File: config.mk
export PLATFORM = sky130hd
export DESIGN_NAME = xbar_demux_arb
export DESIGN_NICKNAME = d
export VERILOG_FILES = /design/src/rtl/xbar_demux_arb_pkg.sv /design/src/rtl/xbar_demux_arb_idfifo.sv /design/src/rtl/xbar_demux_arb.sv
export SDC_FILE = /design/constraint.sdc
export NUM_CORES = 1
export LEC_CHECK = 0
export CORE_AREA = 2 2 215 217
export CTS_CLUSTER_SIZE = 30
export DETAILED_ROUTE_END_ITERATION = 6
export DIE_AREA = 0 0 217 219
export PLACE_DENSITY = 0.35
export SYNTH_ARGS = -nofsm -noshare
export SYNTH_HDL_FRONTEND = slang
export SYNTH_SLANG_ARGS = --single-unit
File: constraint.sdc
create_clock -name clk -period 7.15 [get_ports clk]
set_input_delay 1.0725 -clock clk [delete_from_list [all_inputs] [get_ports clk]]
set_output_delay 1.0725 -clock clk [all_outputs]
set_load 0.05 [all_outputs]
File: src/rtl/xbar_demux_arb_pkg.sv
// Shared constants and helpers for the demux-bus round-robin arbiter.
package xbar_demux_arb_pkg;

    localparam int unsigned XBAR_DEMUX_DATA_W = 32;
    localparam int unsigned XBAR_DEMUX_BE_W   = 4;

    // Master ID width; a single-bit ID is kept even for tiny configurations.
    function automatic int unsigned id_width(input int unsigned n);
        return (n <= 2) ? 1 : $clog2(n);
    endfunction

endpackage

File: src/rtl/xbar_demux_arb_idfifo.sv
// In-order FIFO of master IDs for outstanding transactions.
module xbar_demux_arb_idfifo #(
    parameter int unsigned IdW   = 2,
    parameter int unsigned Depth = 4
) (
    input  logic           clk,
    input  logic           rst_n,
    input  logic           push_i,
    input  logic           pop_i,
    input  logic [IdW-1:0] data_i,
    output logic [IdW-1:0] head_o,
    output logic           full_o,
    output logic           empty_o
);

    localparam int unsigned PtrW = $clog2(Depth);
    localparam int unsigned CntW = $clog2(Depth + 1);

    logic [IdW-1:0]  mem_q [Depth];
    logic [PtrW-1:0] wptr_q, rptr_q;
    logic [CntW-1:0] cnt_q, cnt_d;
    logic            push_ok, pop_ok;

    assign full_o  = (cnt_q == CntW'(Depth));
    assign empty_o = (cnt_q == '0);
    assign head_o  = mem_q[rptr_q];
    assign push_ok = push_i & ~full_o;
    assign pop_ok  = pop_i & ~empty_o;

    always_comb begin
        cnt_d = cnt_q;
        if (push_ok && !pop_ok) begin
            cnt_d = cnt_q + 1'b1;
        end else if (pop_ok && !push_ok) begin
            cnt_d = cnt_q - 1'b1;
        end
    end

    // Depth is a power of two, so pointers wrap naturally.
    always_ff @(posedge clk or negedge rst_n) begin
        if (!rst_n) begin
            wptr_q <= '0;
            rptr_q <= '0;
            cnt_q  <= '0;
            for (int i = 0; i < int'(Depth); i++) begin
                mem_q[i] <= '0;
            end
        end else begin
            if (push_ok) begin
                mem_q[wptr_q] <= data_i;
                wptr_q        <= wptr_q + 1'b1;
            end
            if (pop_ok) begin
                rptr_q <= rptr_q + 1'b1;
            end
            cnt_q <= cnt_d;
        end
    end

endmodule

File: src/rtl/xbar_demux_arb.sv
// Round-robin arbiter sharing one demux-bus slave among several masters, with
// in-order response routing through an ID FIFO.
module xbar_demux_arb
    import xbar_demux_arb_pkg::*;
#(
    parameter int unsigned NUM_MASTERS     = 4,
    parameter int unsigned MAX_OUTSTANDING = 4
) (
    input  logic                                          clk,
    input  logic                                          rst_n,
    input  logic [NUM_MASTERS-1:0]                        m_req_i,
    input  logic [NUM_MASTERS-1:0][XBAR_DEMUX_DATA_W-1:0] m_add_i,
    input  logic [NUM_MASTERS-1:0]                        m_we_i,
    input  logic [NUM_MASTERS-1:0][XBAR_DEMUX_DATA_W-1:0] m_wdata_i,
    input  logic [NUM_MASTERS-1:0][XBAR_DEMUX_BE_W-1:0]   m_be_i,
    input  logic [NUM_MASTERS-1:0]                        m_barrier_i,
    input  logic [NUM_MASTERS-1:0]                        m_exec_cancel_i,
    input  logic [NUM_MASTERS-1:0]                        m_exec_stall_i,
    input  logic [NUM_MASTERS-1:0]                        m_r_gnt_i,
    output logic [NUM_MASTERS-1:0]                        m_gnt_o,
    output logic [NUM_MASTERS-1:0]                        m_r_valid_o,
    output logic [NUM_MASTERS-1:0][XBAR_DEMUX_DATA_W-1:0] m_r_rdata_o,
    output logic [NUM_MASTERS-1:0]                        m_busy_o,
    output logic                                          s_req_o,
    output logic [XBAR_DEMUX_DATA_W-1:0]                  s_add_o,
    output logic                                          s_we_o,
    output logic [XBAR_DEMUX_DATA_W-1:0]                  s_wdata_o,
    output logic [XBAR_DEMUX_BE_W-1:0]                    s_be_o,
    output logic                                          s_barrier_o,
    output logic                                          s_exec_cancel_o,
    output logic                                          s_exec_stall_o,
    output logic                                          s_r_gnt_o,
    input  logic                                          s_gnt_i,
    input  logic                                          s_r_valid_i,
    input  logic                                          s_busy_i,
    input  logic [XBAR_DEMUX_DATA_W-1:0]                  s_r_rdata_i,
    output logic                                          err_o
);

    localparam int unsigned IdW = id_width(NUM_MASTERS);

    logic [IdW-1:0] rr_ptr_q, rr_ptr_d;
    logic           barrier_hold_q, barrier_hold_d;
    logic           err_q, err_d;
    logic [IdW-1:0] winner, head;
    logic           found, fifo_full, fifo_empty, accept, pop, barrier_block;
    int unsigned    idx;

    always_comb begin
        winner = '0;
        found  = 1'b0;
        idx    = 0;
        for (int k = 0; k < int'(NUM_MASTERS); k++) begin
            idx = (int'(rr_ptr_q) + k) % NUM_MASTERS;
            if (!found && m_req_i[idx]) begin
                found  = 1'b1;
                winner = IdW'(idx);
            end
        end
    end

    // The hold only blocks while older transactions are still outstanding.
    assign barrier_block = barrier_hold_q & ~fifo_empty;
    assign s_req_o       = (|m_req_i) & ~fifo_full & ~barrier_block;
    assign accept        = s_req_o & s_gnt_i;
    assign s_r_gnt_o     = fifo_empty ? 1'b1 : m_r_gnt_i[head];
    assign pop           = s_r_valid_i & s_r_gnt_o & ~fifo_empty;
    assign m_busy_o      = {NUM_MASTERS{s_busy_i | ~fifo_empty}};
    assign err_o         = err_q;

    always_comb begin
        s_add_o         = '0;
        s_we_o          = 1'b0;
        s_wdata_o       = '0;
        s_be_o          = '0;
        s_barrier_o     = 1'b0;
        s_exec_cancel_o = 1'b0;
        s_exec_stall_o  = 1'b0;
        m_gnt_o         = '0;
        if (s_req_o) begin
            s_add_o          = m_add_i[winner];
            s_we_o           = m_we_i[winner];
            s_wdata_o        = m_wdata_i[winner];
            s_be_o           = m_be_i[winner];
            s_barrier_o      = m_barrier_i[winner];
            s_exec_cancel_o  = m_exec_cancel_i[winner];
            s_exec_stall_o   = m_exec_stall_i[winner];
            m_gnt_o[winner]  = s_gnt_i;
        end
    end

    always_comb begin
        m_r_valid_o       = '0;
        m_r_rdata_o       = '0;
        m_r_valid_o[head] = s_r_valid_i & ~fifo_empty;
        m_r_rdata_o[head] = s_r_rdata_i;
    end

    always_comb begin
        rr_ptr_d       = rr_ptr_q;
        barrier_hold_d = barrier_hold_q;
        err_d          = err_q | (s_r_valid_i & fifo_empty);
        if (accept) begin
            rr_ptr_d = (int'(winner) == int'(NUM_MASTERS) - 1) ? '0 : winner + 1'b1;
        end
        if (accept && m_barrier_i[winner]) begin
            barrier_hold_d = 1'b1;
        end else if (barrier_hold_q && fifo_empty) begin
            barrier_hold_d = 1'b0;
        end
    end

    always_ff @(posedge clk or negedge rst_n) begin
        if (!rst_n) begin
            rr_ptr_q       <= '0;
            barrier_hold_q <= 1'b0;
            err_q          <= 1'b0;
        end else begin
            rr_ptr_q       <= rr_ptr_d;
            barrier_hold_q <= barrier_hold_d;
            err_q          <= err_d;
        end
    end

    xbar_demux_arb_idfifo #(
        .IdW   (IdW),
        .Depth (MAX_OUTSTANDING)
    ) u_idfifo (
        .clk     (clk),
        .rst_n   (rst_n),
        .push_i  (accept),
        .pop_i   (pop),
        .data_i  (winner),
        .head_o  (head),
        .full_o  (fifo_full),
        .empty_o (fifo_empty)
    );

endmodule
==> impl_metrics.py <==
metrics = {
    "yosys": {
        "synth_warnings": 0,
        "synth_top_cells_by_area": "and3_1 (16%), a311oi_1 (14%), and2_1 (13%)",
        "synth_top_family_by_area": "simple AND/OR/NAND/NOR gates",
        "yosys.area.top_type_share_pct": 15.59,
        "synth_most_common_cell": "nand2_1",
        "yosys.area_share.simple_pct": 44.95,
        "synth_xor_area_share_pct": 1.169,
        "synth_seq_cells": 19,
        "synth_edf_count": 0,
        "syn_area_per_cell_um2": 6.553,
        "yosys-top-cells-count": "nand2_1 (154), and3_1 (112), and2_1 (97)",
        "synthCells": 686,
        "synthesis.area_um2": 4496,
        "synthDistinctLibCells": 38,
        "yosysSeqAreaShare_pct": 10.58,
        "synthAdderAreaFrac_pct": 2.950,
        "synth_top_flop_cell": "dfrtp_1",
        "synth-async-reset-ratio_pct": 100.0,
        "synth_top_area_cell": "and3_1",
        "synth-compound-area-share_pct": 28.31,
        "syn_nets": 1029,
        "muxShareOfSynthArea_pct": 2.394,
    },
    "die": {
        "die_w_um": 217,
        "die_height_um": 219,
        "ioPinCount": 548,
        "core_um2": 45090,
        "fp-row-count": 78,
        "dieArea_um2": 47520,
        "initial_core_util_pct": 9.971,
    },
    "finish": {
        "utilization_pct": 23.41,
        "multi_input_area_um2": 3602,
        "seq_area_um2": 475.5,
        "stdcell_area_um2": 10550,
        "fin_nets": 1508,
        "fillers": 5103,
        "area_growth_pct": 134.8,
        "drive_above_1_share_pct": 3.007,
    },
    "timing": {
        "worst_slack_ns": 1.607,
        "fmax_ghz": 0.1804,
        "tns_ns": 0,
        "fin_crit_sh_pct": 77.53,
        "fin_crit_ns": 5.543,
        "hold_violations": 0,
        "final_max_slew_viol_count": 0,
        "rsz0062_at_grt": "no",
        "timing.hold.ws_ns": 0.4546,
        "setup_viol": 0,
        "relSlewSlack_pct": 33.26,
        "finClkSkew_ns": 0.002146,
        "max_slew.worst_pin.slew_ns": 1.001,
    },
    "power": {
        "p_sw_w": 0.003838,
        "switching_share_pct": 66.22,
        "p_int_w": 0.001958,
        "power.density_nw_per_um2": 549.2,
        "p_seq_share_pct": 3.6,
        "p_leak_nw": 4.073,
        "clkPwrFrac_pct": 2.0,
        "peakVddDrop_mv": 0.2688,
        "pwr-share-comb_pct": 94.4,
    },
    "critical_path": {
        "crit_top_cell": "clkdlybuf4s50_1",
        "required_ns": 6.08,
        "cp.arrival_ns": 4.47,
        "critPathLaunchType": "primary input",
        "critPathMaxFanout": 74,
        "worstSetupPathType": "in2out",
        "crit_path_max_incr_delay_ns": 0.95,
        "endpoint_kind": "primary output",
        "worstPathCellList": "clkdlybuf4s50_1 -> nand2b_1 -> a21oi_1 -> nor3_2 -> inv_4 -> buf_4 -> a211oi_1 -> a311oi_1 -> clkdlybuf4s50_1",
        "cp_num_buf_inv": 4,
        "path_delay_family": "buffers and inverters",
        "critPathSlowestCell": "clkdlybuf4s50_1",
    },
    "drt": {
        "dr.first_iter.drc_count": 255,
        "drt-wirelength-per-cell_um": 20.57,
        "ant_nets": 0,
        "first_pass_iters": 4,
        "viasPerCell": 4.009,
        "drt_wl_total_mm": 36.47,
        "vias": 7108,
        "drc_errors": 0,
    },
    "place": {
        "gp_congestion": 0.8399,
        "pre_cts_slack_ns": 1.574,
        "placed_cell_area_um2": 10450,
        "port_buffers": 547,
        "dp.final_hpwl_mm": 29.53,
    },
    "global_routing": {
        "track_usage_pct": 14.33,
        "grt_pass1_wl_mm": 51.23,
        "grt_pass1_vias": 7299,
        "overflow": 0,
        "antenna_found_initial": 12,
        "grt_max_degree": 84,
    },
    "clock_tree": {
        "cts_hold_buffers": 0,
        "cts_tree": "built",
        "cts_root_buffer": "clkbuf_16",
        "cts_max_path_buffers": 2,
        "post_cts_resized": 0,
        "cts_buffers": 3,
        "cts.sinks": 19,
        "post-cts-setup-buffer-count": 0,
        "cts-htree-levels": 1,
        "clock_latency_ns": 0.25,
        "path_clk_slew_ns": 0.05,
    },
    "job": {
        "drv_cap": 0,
    },
    "outcome": {
        "status": "finished clean",
    },
    "min_path": {
        "hold_path_class": "reg2reg",
    },
}
[power groups by stage]
stage               clock, W  combinational, W  sequential, W
finish              0.000114           0.00547       0.000210
global route        0.000123           0.00577       0.000219
floorplan                  0           0.00358       0.000206
global placement           0           0.00559       0.000212
detailed placement         0           0.00556       0.000213
CTS                 0.000118           0.00556       0.000211
[flip-flops by register name (all words and copies together), names as in the netlist]
name and count:
barrier_hold_q 1, err_o 1, rr_ptr_q 2, u_idfifo.cnt_q 3
u_idfifo.mem_q 8, u_idfifo.rptr_q 2, u_idfifo.wptr_q 2
[path summary, 6_finish.rpt]
path / startpoint / to / slack, ns / depth (start not counted)
max: m_req_i[2] / s_wdata_o[27] / 1.61 / 9
min: err_o / err_o / 0.45 / 1
max reg2reg: u_idfifo.cnt_q[0] / u_idfifo.cnt_q[2] / 3.99 / 11
min reg2reg: err_o / err_o / 0.45 / 1
max in group asynchronous: rst_n / u_idfifo.mem_q[6] / 5.23 / 1
min in group asynchronous: rst_n / u_idfifo.rptr_q[1] / 1.35 / 1
[final cells by class]
class,count,area share [%]
diodes,9,0.2134
clock buffers,4,0.7469
inverters,9,0.3912
multi-input cells,572,34.13
flip-flops and latches,19,4.505
well taps,600,7.113
repair buffers,560,52.90
[per-layer routing]
layer	track usage, %	share of wire [%]	wire length, µm	up-vias
met1	14.95	36	13290	3265
met2	27.96	53	19410	354
met3	4.851	9.4	3427	22
li1	-	-	-	3459
met5	0	0.13	47	-
met4	2.192	0.84	306	8
[through the flow]
step / instances / power (W)
6_report: 1773 / 0.005796
5_1_grt: 1768 / 0.006112
4_1_cts: 1764 / 0.005892
3_5_place_dp: 1760 / 0.005769
3_3_place_gp: 1760 / 0.005799
2_1_floorplan: 686 / 0.003787
[worst reg2reg max path, stage by stage, from the launching register on]
cell and delay, ns:
dfrtp_1 0.43, or3_1 0.55, a21o_2 0.42, inv_2 0.27, nand2_1 0.23, inv_2 0.12
ha_1 0.18, inv_1 0.07, fa_1 0.43, xor2_1 0.15, nor2_1 0.10, xor2_1 0.14
[cell families after synthesis]
group / after synthesis
xor gates and xnor gates: 6
adders and majority gates: 10
muxes: 8
and+or+nand+nor: 387
AOI/OAI and AO/OA: 161
buffers and inverters: 95
DFF: 19
[cell usage in the layout (no fill, tap or decap), types with 3 or more instances in the layout]
cell / instances
a211oi_1: 73
a311oi_1: 71
and2_1: 96
and3_1: 112
buf_4: 17
clkbuf_16: 3
clkdlybuf4s50_1: 541
dfrtp_1: 19
diode_2: 9
ha_1: 9
inv_1: 4
inv_2: 3
mux2i_1: 4
nand2_1: 154
nand2b_1: 3
nand3_1: 6
nor2_1: 5
o21ai_1: 10
xnor2_1: 4
Power figures use the tool's default switching activity.
